===== src/rtl/bin2bcd_seq.sv =====
// ============================================================================
// bin2bcd_seq : parametrised sequential binary-to-BCD converter (double dabble)
// Revision    : 1.0
// ============================================================================
`default_nettype none

module bin2bcd_seq #(
   parameter int BIN_W  = 8,
   parameter int DIGITS = 3,
   parameter int SIGNED = 0
) (
   input  logic                  clk,
   input  logic                  clear_BAR,
   input  logic                  start,
   input  logic [BIN_W-1:0]      bin_in,
   output logic                  ready,
   output logic                  busy,
   output logic                  done,
   output logic [4*DIGITS-1:0]   bcd_out,
   output logic                  sign,
   output logic                  overflow
);

   localparam int ACC_W = 4 * DIGITS;
   localparam int CNT_W = $clog2(BIN_W + 1);
   localparam logic [CNT_W-1:0] LAST_CNT = CNT_W'(BIN_W - 1);

   typedef enum logic [1:0] {
      S_IDLE  = 2'd0,
      S_SHIFT = 2'd1,
      S_DONE  = 2'd2
   } state_t;

   state_t               r_state;
   state_t               w_state_next;
   logic [BIN_W-1:0]     r_opnd;
   logic [ACC_W-1:0]     r_acc;
   logic [CNT_W-1:0]     r_cnt;
   logic                 r_sign;
   logic                 r_ovf;

   logic                 w_neg;
   logic [BIN_W-1:0]     w_mag;
   logic [ACC_W-1:0]     w_adj;
   logic [ACC_W-1:0]     w_shift;
   logic                 w_ovf_next;
   logic                 w_last;

   assign w_neg = (SIGNED != 0) && bin_in[BIN_W-1];
   assign w_mag = w_neg ? (~bin_in + 1'b1) : bin_in;

   // Per-digit add-3 adjust; digits are independent, no carry between them
   for (genvar k = 0; k < DIGITS; k++) begin : g_digit
      assign w_adj[4*k +: 4] = (r_acc[4*k +: 4] >= 4'd5) ? (r_acc[4*k +: 4] + 4'd3)
                                                          : r_acc[4*k +: 4];
   end

   assign w_shift    = {w_adj[ACC_W-2:0], r_opnd[BIN_W-1]};
   assign w_ovf_next = r_ovf | w_adj[ACC_W-1];
   assign w_last     = (r_cnt == LAST_CNT);

   always_ff @(posedge clk or negedge clear_BAR) begin
      if (!clear_BAR) begin
         r_state <= S_IDLE;
      end else begin
         r_state <= w_state_next;
      end
   end

   always_comb begin
      w_state_next = r_state;
      case (r_state)
         S_IDLE:  if (start)  w_state_next = S_SHIFT;
         S_SHIFT: if (w_last) w_state_next = S_DONE;
         S_DONE:  w_state_next = S_IDLE;
         default: w_state_next = S_IDLE;
      endcase
   end

   assign ready = (r_state == S_IDLE);
   assign busy  = (r_state == S_SHIFT);
   assign done  = (r_state == S_DONE);

   always_ff @(posedge clk or negedge clear_BAR) begin
      if (!clear_BAR) begin
         r_opnd   <= '0;
         r_acc    <= '0;
         r_cnt    <= '0;
         r_sign   <= 1'b0;
         r_ovf    <= 1'b0;
         bcd_out  <= '0;
         sign     <= 1'b0;
         overflow <= 1'b0;
      end else begin
         case (r_state)
            S_IDLE: begin
               if (start) begin
                  r_opnd <= w_mag;
                  r_sign <= w_neg;
                  r_acc  <= '0;
                  r_cnt  <= '0;
                  r_ovf  <= 1'b0;
               end
            end
            S_SHIFT: begin
               r_acc  <= w_shift;
               r_opnd <= {r_opnd[BIN_W-2:0], 1'b0};
               r_ovf  <= w_ovf_next;
               r_cnt  <= r_cnt + 1'b1;
               // Visible result only changes on the final shift
               if (w_last) begin
                  bcd_out  <= w_shift;
                  sign     <= r_sign;
                  overflow <= w_ovf_next;
               end
            end
            default: ;
         endcase
      end
   end

endmodule

`default_nettype wire


===== config.mk =====
export PLATFORM = sky130hd
export DESIGN_NAME = bin2bcd_seq
export DESIGN_NICKNAME = d
export VERILOG_FILES = /design/src/rtl/bin2bcd_seq.sv
export SDC_FILE = /design/constraint.sdc
export NUM_CORES = 1
export LEC_CHECK = 0
export ABC_AREA = 1
export CORE_ASPECT_RATIO = 1.2
export CORE_UTILIZATION = 57
export DETAILED_ROUTE_END_ITERATION = 6
export PLACE_DENSITY_LB_ADDON = 0.08
export SLEW_MARGIN = 20
export SYNTH_ARGS = -nofsm -noshare
export SYNTH_HDL_FRONTEND = slang
export SYNTH_SLANG_ARGS = --single-unit

===== constraint.sdc =====
create_clock -name clk -period 2.1 [get_ports clk]
set_clock_uncertainty 0.1 [all_clocks]
set_input_delay 0.42 -clock clk [delete_from_list [all_inputs] [get_ports clk]]
set_output_delay 0.42 -clock clk [all_outputs]
set_load 0.01 [all_outputs]

==> reports/metrics.csv, run 1 <==
stage;metric;value;unit
run_status;outcome;finished clean;
finish;nFillCells;238;
clock_network;cts_resized;0;
hold_path;min_from;bcd_out[2];
logic_synthesis;ys_top_cells_by_area;dfrtp_1 (52%), nand2_1 (14%), nand3_1 (6.3%);
global_routing;grt_pass1_vias;1439;
critical_path;reg2reg_from;r_acc[5];
logic_synthesis;avgSynthCellArea;8.50;um2
routing;dr.pass1.iters;4;
placed_design;io_buffers;26;
critical_path;r2r_end;r_acc[6];
sta;fin_crit;1.96;ns
hold_path;min_to;bcd_out[2];
logic_synthesis;syn_inst;226;
global_routing;gr-usage-all-layers;24.5;%
power;switchingPower;1.39;mW
clock_network;clockBufferDepth;2;
hold_path;hp-class;flip-flop to flip-flop;
floorplanning;fp.dieArea;3610;um2
routing;detail_route.vias_per_cell;5.29;
power;pwr-share-seq;39.6;%
critical_path;critPathTopFamily;buffers and inverters;
sta;tns;0;ns
power;power_frac_comb;48.6;%
sta;final-hold-violation-count;0;
clock_network;cts_tree;built;
clock_network;clkSinkCount;40;
routing;drc_errors;0;
power;p_sw_share;41.4;%
sta;rsz0062_at_grt;false;
critical_path;worst-r2r-setup-slack;0.46;ns
clock_network;worst_skew_pair.late_latency;0.34;ns
critical_path;path_cells;inv_2 -> nand2_2 -> inv_2 -> clkdlybuf4s50_1;
critical_path;cp_max_fo;3;
critical_path;startpoint_type;flip-flop;
critical_path;slowest_delay;0.53;ns
finish;finalNonFillerCells;295;
placed_design;dp_hpwl;2550;um
placed_design;post-place-cells;286;
sta;min_period_over_period;93.5;%
routing;vias;1560;
placed_design;dpl_cell_area;2220;um2
critical_path;r2r_cells;8;
finish;post_route_cells_drive_above_1_share;7.34;%
flow_run;maxCapViolCount;0;
floorplanning;coreArea;3140;um2
critical_path;crit_buf_inv;3;
sta;setup_viol;0;
power;power_density;1470;nW/um2
clock_network;numCtsBuffers;5;
routing;drt-wirelength-per-cell;12.4;um
clock_network;htreeDepth;2;
critical_path;worstPathArrival;1.44;ns
routing;drtIter0Drc;41;
routing;finalWirelength;3670;um
sta;max_freq;0.509;GHz
clock_network;path_clk_slew;0.11;ns
logic_synthesis;yosysWarnings;0;
global_routing;grt_pass1_wl;6280;um
power;p_leak;1.15;nW
critical_path;end_kind;output pin;
finish;syn2layout_area_growth;19.3;%
critical_path;crit_path_frequent_cell;inv_2;
global_routing;antenna_found_initial;0;
finish;layout.nets;276;
power;clkPwrFrac;11.8;%
floorplanning;fp.dieH;65.6;um
logic_synthesis;syn-num-nets;244;
placed_design;gp_congestion;0.803;
critical_path;critPathKind;flip-flop to output pin;
power;vdd_drop_max;0.874;mV
finish;num_antenna_cells;0;
floorplanning;pin_count;28;
logic_synthesis;ys_types;22;
critical_path;cp_slowest_cell;clkdlybuf4s50_1;
floorplanning;std_cell_rows;22;
global_routing;grt_max_degree;22;
sta;slew_viol_final;0;
floorplanning;start_util;61.2;%
logic_synthesis;ys_seq_area_share;52.1;%
logic_synthesis;yosysTopAreaCell;dfrtp_1;
critical_path;worstPathRequired;1.58;ns
logic_synthesis;syn_area;1920;um2
logic_synthesis;yosys.area.top_type_share;52.1;%
logic_synthesis;ys_ff_latch;40;
clock_network;cts_root_buffer;clkbuf_4;
floorplanning;die_x;55.0;um
hold_path;hold_depth;2;
finish;finalInstanceArea;2290;um2
power;p_int;1.97;mW
routing;ant_nets;0;
global_routing;grt_overflow_total;0;
finish;fin_util;73.0;%
[power by group through the flow]
stage | sequential, mW | clock [mW] | combinational, mW
5_1_grt | 1.37 | 0.436 | 1.88
4_1_cts | 1.33 | 0.407 | 1.64
3_5_place_dp | 1.34 | 0 | 1.63
3_3_place_gp | 1.34 | 0 | 1.60
6_report | 1.33 | 0.398 | 1.63
2_1_floorplan | 1.36 | 0 | 1.04
[per-layer routing]
layer	up-vias	global-route usage, %	wire, um
li1	797	-	-
met1	717	31.9	1700
met2	40	39.3	1740
met3	6	6.25	175
met4	0	7.50	50
met5	-	0	0
[cell usage in the layout (no fill, tap or decap)]
cell type / count
nand2_1: 74
dfrtp_1: 40
inv_1: 25
clkdlybuf4s50_1: 25
nand3_1: 24
o21ai_0: 17
ha_1: 7
a21oi_1: 6
o221ai_1: 5
clkbuf_4: 5
o211ai_1: 4
buf_4: 4
inv_2: 3
nor2_1: 3
o22ai_1: 3
nand2_2: 2
clkbuf_1: 2
a22o_1: 1
nor3_4: 1
nor2_2: 1
xor2_1: 1
o21ai_1: 1
conb_1: 1
clkbuf_8: 1
dlygate4sd3_1: 1
buf_2: 1
buf_12: 1
[worst register-to-register path: stages, from the launching register on]
cell     delay [ns]
dfrtp_1        0.42
inv_1          0.11
ha_1           0.19
inv_1          0.04
o21ai_0        0.26
nand2_1        0.18
nand2_1        0.11
nand3_1        0.10
nand2_1        0.08
[worst max-delay path by stage]
| stage | startpoint | end | slack [ns] | depth (start not counted) |
|---|---|---|---|---|
| finish | r_state[1] | busy | 0.14 | 4 |
| global placement | start | r_cnt[1] | 0.41 | 5 |
| CTS | r_state[1] | busy | 0.11 | 4 |
| detailed placement | start | r_cnt[1] | 0.38 | 5 |
| floorplan | r_acc[4] | r_acc[5] | 0.70 | 8 |
| global route | r_state[1] | busy | 0.05 | 4 |
[registers in the layout (all words and copies together) (netlist names)]
name      cells
r_acc        12
r_ovf         1
r_state       2
r_cnt         4
bcd_out      12
r_opnd        8
overflow      1
[timing repair]
action | CTS | global route
hold buffers | 1 | 0
setup buffers | 0 | 0
endpoints found under the hold margin | 19 | 0
[per-stage QoR]
step                      worst slack [ns]  hold WS (ns)  total power, mW
after global placement               0.410         0.299             2.94
after CTS                            0.112         0.393             3.38
final                                0.136         0.388             3.36
after global routing                0.0489         0.405             3.69
after floorplan                      0.698        0.0244             2.39
after detailed placement             0.378         0.298             2.97
[cell usage after synthesis]
master and number:
buf_4 3, o221ai_1 5, inv_2 3, xor2_1 1, nand2_1 74, o21ai_1 1
o211ai_1 4, nand3_1 24, nor2_2 1, nor2_1 3, nand2_2 2, buf_2 3
a22o_1 1, inv_1 25, conb_1 1, ha_1 7, dfrtp_1 40, a21oi_1 6
o21ai_0 17, o22ai_1 3, nor3_4 1, buf_6 1
[area by class of cell]
cell class                 count  area (um2)  area share, %
inverter                      28         105           4.59
clock buffer                   8        58.8           2.57
timing repair buffer          32         315           13.8
multi-input combinational    151         766           33.4
tap                           36        45.0           1.97
sequential                    40        1000           43.7
[cell families after synthesis]
kind of cell | synth area share, %
flip-flops | 52.1
AND/OR/NAND/NOR | 23.1
AO/OA/AOI/OAI | 11.5
buffers and inverters | 8.01
adder cells (fa/ha/maj) | 4.56
XOR/XNOR | 0.456
other | 0.195
Note: power is estimated with default switching activity, not from simulation.
==> inputs of run 2 (changes only) <==
- CORE_ASPECT_RATIO: 1.2 -> unset
==> reports/metrics.csv, run 2 (synthesized netlist as in run 1, its figures left out) <==
stage;metric;value;unit;change
hold_path;hp-class;input pin to asynchronous set/reset pin;;
finish;reg_top3;bcd_out: 12 flops, r_acc: 12 flops, r_opnd: 8 flops;;
critical_path;critPathKind;flip-flop to output pin;;
critical_path;worstPathArrival;1.47;ns;+0.03 ns
placed_design;io_buffers;26;;unchanged
routing;dr.pass1.iters;4;;unchanged
finish;layout.nets;275;;-0.36%
routing;ant_nets;0;;unchanged
clock_network;holdBufCountCts;0;;-1
placed_design;gp_congestion;0.866;;+7.8%
sta;min_period_over_period;94.8;%;+1.2 points
power;p_leak;1.15;nW;-0.34%
routing;drtIter0Drc;54;;+32%
finish;syn2layout_area_growth;19.0;%;
global_routing;grt_pass1_vias;1492;;+3.7%
sta;final-hold-violation-count;0;;unchanged
floorplanning;fp.dieH;60.0;um;-8.4%
sta;slew_viol_final;0;;unchanged
sta;rsz0062_at_grt;false;;
finish;post_route_cells_drive_above_1_share;7.78;%;+0.45 points
critical_path;worst-r2r-setup-slack;0.43;ns;-0.03 ns
floorplanning;std_cell_rows;20;;-9.1%
routing;finalWirelength;3670;um;+0.22%
clock_network;cts_setup_buffers;0;;unchanged
clock_network;cts_root_buffer;clkbuf_4;;
floorplanning;pin_count;28;;unchanged
clock_network;worst_skew_pair.late_latency;0.35;ns;about the same
sta;max_freq;0.503;GHz;-1.3%
sta;setup_viol;0;;unchanged
finish;fin_util;73.0;%;about the same
floorplanning;fp.dieArea;3610;um2;about the same
clock_network;clockBufferDepth;2;;unchanged
critical_path;path_cells;inv_2 -> nand2_2 -> inv_2 -> clkdlybuf4s50_1;;
global_routing;grt_overflow_total;0;;unchanged
global_routing;grt_max_degree;41;;+86%
critical_path;startpoint_type;flip-flop;;
clock_network;cts_resized;0;;unchanged
global_routing;grt_pass1_wl;6260;um;-0.33%
clock_network;htreeDepth;2;;unchanged
finish;num_antenna_cells;0;;unchanged
sta;tns;0;ns;unchanged
power;vdd_drop_max;0.757;mV;-13%
power;power_density;1480;nW/um2;+0.91%
floorplanning;die_x;60.0;um;+9.2%
placed_design;dp_hpwl;2560;um;+0.26%
clock_network;numCtsBuffers;5;;unchanged
global_routing;antenna_found_initial;0;;unchanged
critical_path;crit_path_frequent_cell;inv_2;;
critical_path;slowest_delay;0.53;ns;about the same
routing;drc_errors;0;;unchanged
finish;final_common_cell;nand2_1;;
sta;fin_crit;1.99;ns;+0.0260 ns
critical_path;r2r_cells;8;;unchanged
floorplanning;coreArea;3130;um2;-0.32%
floorplanning;start_util;61.4;%;+0.20 points
routing;drt-wirelength-per-cell;12.2;um;-1.8%
finish;final_cell_mix;nand2_1 (74), dfrtp_1 (40), inv_1 (25), clkdlybuf4s50_1 (25), nand3_1 (24);;
global_routing;gr-usage-all-layers;24.4;%;-0.074 points
critical_path;end_kind;output pin;;
critical_path;worstPathRequired;1.58;ns;about the same
finish;finalNonFillerCells;301;;+2.0%
critical_path;reg2reg_from;r_acc[0];;
routing;detail_route.vias_per_cell;5.22;;-1.2%
placed_design;post-place-cells;294;;+2.8%
clock_network;clkSinkCount;40;;unchanged
routing;vias;1572;;+0.77%
sta;setup_slack;0.110;ns;-0.0260 ns
critical_path;r2r_end;r_acc[1];;
clock_network;cts_tree;built;;
clock_network;path_clk_slew;0.11;ns;about the same
flow_run;maxCapViolCount;0;;unchanged
critical_path;cp_max_fo;3;;unchanged
run_status;outcome;finished clean;;
sta;whs;0.00549;ns;-0.382 ns
critical_path;cp_slowest_cell;clkdlybuf4s50_1;;
placed_design;post-place-ws;0.396;ns;+0.0178 ns
==> run 2: changes by cell type in the layout (fill, tap and decap cells not counted), sizes merged <==
cell,delta
clkbuf,-1
dlygate4sd3,-1
==> run 2: power by group <==
part           internal [mW]  switching (mW)  leakage [nW]  total [mW]
clock network          0.190           0.236        0.0374       0.426
logic                  0.693           0.932         0.604        1.62
registers               1.11           0.227         0.504        1.33
total                   1.99            1.40          1.15        3.38
==> run 2: final cells by class <==
| class | instances | area (um2) |
|---|---|---|
| Clock buffer | 7 | 65.1 |
| Fill cell | 239 | 843 |
| Inverter | 28 | 105 |
| Multi-Input combinational cell | 151 | 766 |
| Sequential cell | 40 | 1000 |
| Tap cell | 44 | 55.1 |
| Timing Repair Buffer | 31 | 293 |
==> run 2: metal layers <==
layer	wire (um)	GRT usage, %
met4	37	9.97
met3	185	8.01
met2	1790	40.5
met5	0	0
met1	1660	29.2
==> run 2: worst max-delay path, delay by kind of cell (launching register included) <==
family / cells / cell delay (ns)
buf+inv: 3 / 0.67
flops: 1 / 0.40
simple gates: 1 / 0.05
==> run 2: worst max-delay path by stage <==
stage / from / end / slack (ns) / depth (start not counted)
2_1_floorplan: r_acc[4] / r_acc[5] / 0.70 / 8
3_3_place_gp: start / r_cnt[1] / 0.43 / 5
3_5_place_dp: start / r_cnt[1] / 0.40 / 5
4_1_cts: r_state[1] / busy / 0.09 / 4
5_1_grt: r_state[1] / busy / 0.03 / 4
6_report: r_state[1] / busy / 0.11 / 4
==> run 2: metrics by stage <==
stage               total power [mW]  cell area [um2]
global placement                2.92             2220
detailed placement              2.97             2220
global route                    3.70             2280
floorplan                       2.39             1920
finish                          3.38             2280
CTS                             3.41             2280
==> inputs of run 3 (changes only) <==
- CAP_MARGIN: unset -> 0
- RECOVER_POWER: unset -> 100
==> reports/metrics.csv, run 3 (synthesized netlist as in run 1, its figures left out) <==
stage;metric;value;unit;change
run_status;outcome;finished clean;;
clock_network;clkSinkCount;40;;unchanged
finish;multi_input_area;754;um2;-1.5%
finish;finalInstanceArea;2260;um2;-1.3%
floorplanning;std_cell_rows;20;;unchanged
floorplanning;coreArea;3130;um2;unchanged
critical_path;worst-r2r-setup-slack;0.17;ns;-0.26 ns
placed_design;dpl_cell_area;2220;um2;unchanged
sta;whs;0.178;ns;+0.173 ns
clock_network;cts_root_buffer;clkbuf_4;;
clock_network;holdBufCountCts;0;;unchanged
clock_network;numCtsBuffers;5;;unchanged
critical_path;startpoint_type;flip-flop;;
floorplanning;fp.dieH;60.0;um;unchanged
critical_path;path_cells;nor2_1 -> dlygate4sd3_1;;
sta;final-hold-violation-count;0;;unchanged
finish;final_cell_mix;nand2_1 (74), dfrtp_1 (40), inv_1 (26);;
global_routing;grt_max_degree;41;;unchanged
power;p_leak;1.15;nW;+0.32%
critical_path;critPathTopFamily;buffers and inverters;;
routing;dr.pass1.iters;4;;unchanged
placed_design;gp_congestion;0.866;;unchanged
finish;syn2layout_area_growth;17.5;%;
floorplanning;pin_count;28;;unchanged
critical_path;critPathKind;flip-flop to output pin;;
power;total_power;3.29;mW;-2.9%
finish;nFillCells;248;;+3.8%
finish;final_common_cell;nand2_1;;
clock_network;cts_tree;built;;
finish;layout.nets;275;;unchanged
routing;drc_errors;0;;unchanged
sta;tns;0;ns;unchanged
finish;num_antenna_cells;0;;unchanged
clock_network;worst_skew_pair.late_latency;0.35;ns;about the same
sta;worstMarginPinSlew;0.948;ns;
global_routing;gr-usage-all-layers;24.4;%;unchanged
routing;drt-wirelength-per-cell;12.1;um;-0.68%
floorplanning;fp.dieArea;3610;um2;unchanged
floorplanning;start_util;61.4;%;unchanged
clock_network;path_clk_slew;0.11;ns;about the same
critical_path;slowest_delay;0.61;ns;+0.08 ns
hold_path;hp-class;input pin to asynchronous set/reset pin;;
power;vdd_drop_max;0.739;mV;-2.4%
global_routing;grt_overflow_total;0;;unchanged
routing;finalWirelength;3650;um;-0.68%
critical_path;reg2reg_from;r_state[1];;
critical_path;worstPathArrival;1.49;ns;+0.02 ns
clock_network;cts_setup_buffers;0;;unchanged
finish;post_route_cells_drive_above_1_share;5.45;%;-2.3 points
sta;slew_viol_final;0;;unchanged
critical_path;crit_buf_inv;1;;-2
sta;maxSlewHeadroom;36.8;%;
finish;reg_top3;bcd_out: 12 flops, r_acc: 12 flops, r_opnd: 8 flops;;
critical_path;r2r_end;bcd_out[1];;
clock_network;cts_resized;0;;unchanged
global_routing;grt_pass1_wl;6260;um;unchanged
critical_path;end_kind;output pin;;
sta;max_freq;0.498;GHz;-0.91%
global_routing;antenna_found_initial;0;;unchanged
placed_design;dp_hpwl;2560;um;unchanged
critical_path;r2r_cells;7;;-1
placed_design;io_buffers;26;;unchanged
routing;detail_route.vias_per_cell;5.20;;-0.38%
sta;rsz0062_at_grt;false;;
floorplanning;die_x;60.0;um;unchanged
sta;fin_crit;2.01;ns;+0.0182 ns
critical_path;worstPathRequired;1.58;ns;about the same
global_routing;grt_pass1_vias;1492;;unchanged
critical_path;cp_max_fo;3;;unchanged
power;power_density;1460;nW/um2;-1.6%
routing;ant_nets;0;;unchanged
finish;layout.area.seq;1000;um2;unchanged
routing;drtIter0Drc;64;;+19%
routing;vias;1566;;-0.38%
clock_network;clockBufferDepth;2;;unchanged
flow_run;maxCapViolCount;0;;unchanged
clock_network;htreeDepth;2;;unchanged
sta;setup_viol;0;;unchanged
critical_path;cp_slowest_cell;dlygate4sd3_1;;
sta;min_period_over_period;95.6;%;+0.87 points
## run 3: changes by cell type in the layout (fill, tap and decap cells not counted)
cell / delta
inv_1: +1
clkbuf_1: +4
o21ai_1: -1
clkdlybuf4s50_1: -14
dlygate4sd3_1: +14
o21ai_0: +1
clkbuf_2: +1
inv_2: -1
buf_4: -5
nor3_1: +1
nor3_4: -1
## run 3: worst max-delay path by stage
stage                from  cells after the start        to
6_report       r_state[0]                      2     ready
5_1_grt        r_state[0]                      2     ready
4_1_cts        r_state[1]                      4      busy
3_5_place_dp        start                      5  r_cnt[1]
3_3_place_gp        start                      5  r_cnt[1]
2_1_floorplan    r_acc[4]                      8  r_acc[5]
## run 3: per-layer routing
| layer | vias to the layer above | GRT usage [%] | wire length (um) |
|---|---|---|---|
| met1 | 723 | 29.2 | 1680 |
| met3 | 6 | 8.01 | 167 |
| met2 | 39 | 40.5 | 1750 |
| li1 | 798 | - | - |
| met5 | - | 0 | 0 |
| met4 | 0 | 9.97 | 54 |
## run 3: through the flow
stage	util [%]	worst slack, ns	cells
finish	72.1	0.0919	301
global route	72.1	0.0290	301
CTS	73.0	0.0887	301
detailed placement	71.0	0.396	294
global placement	71.0	0.428	294
floorplan	-	0.698	226
## run 3: power breakdown
group / internal [mW] / total [mW] / switching (mW) / leakage (nW)
logic: 0.617 / 1.54 / 0.920 / 0.607
registers: 1.11 / 1.32 / 0.217 / 0.504
clock network: 0.190 / 0.427 / 0.237 / 0.0374
## run 3: cell type report
class / count / share of cell area (%)
sequential: 40 / 44.4
multi-input combinational: 151 / 33.4
timing repair buffer: 31 / 12.2
inverter: 28 / 4.66
clock buffer: 7 / 2.88
tap: 44 / 2.44
## run 3: worst reg2reg max path: stages (launching register included)
cell and delay, ns:
dfrtp_1 0.40, inv_2 0.08, nand2_2 0.05, clkbuf_1 0.26, nor3_1 0.27, clkbuf_1 0.48
nand3_1 0.15, nand2_1 0.09
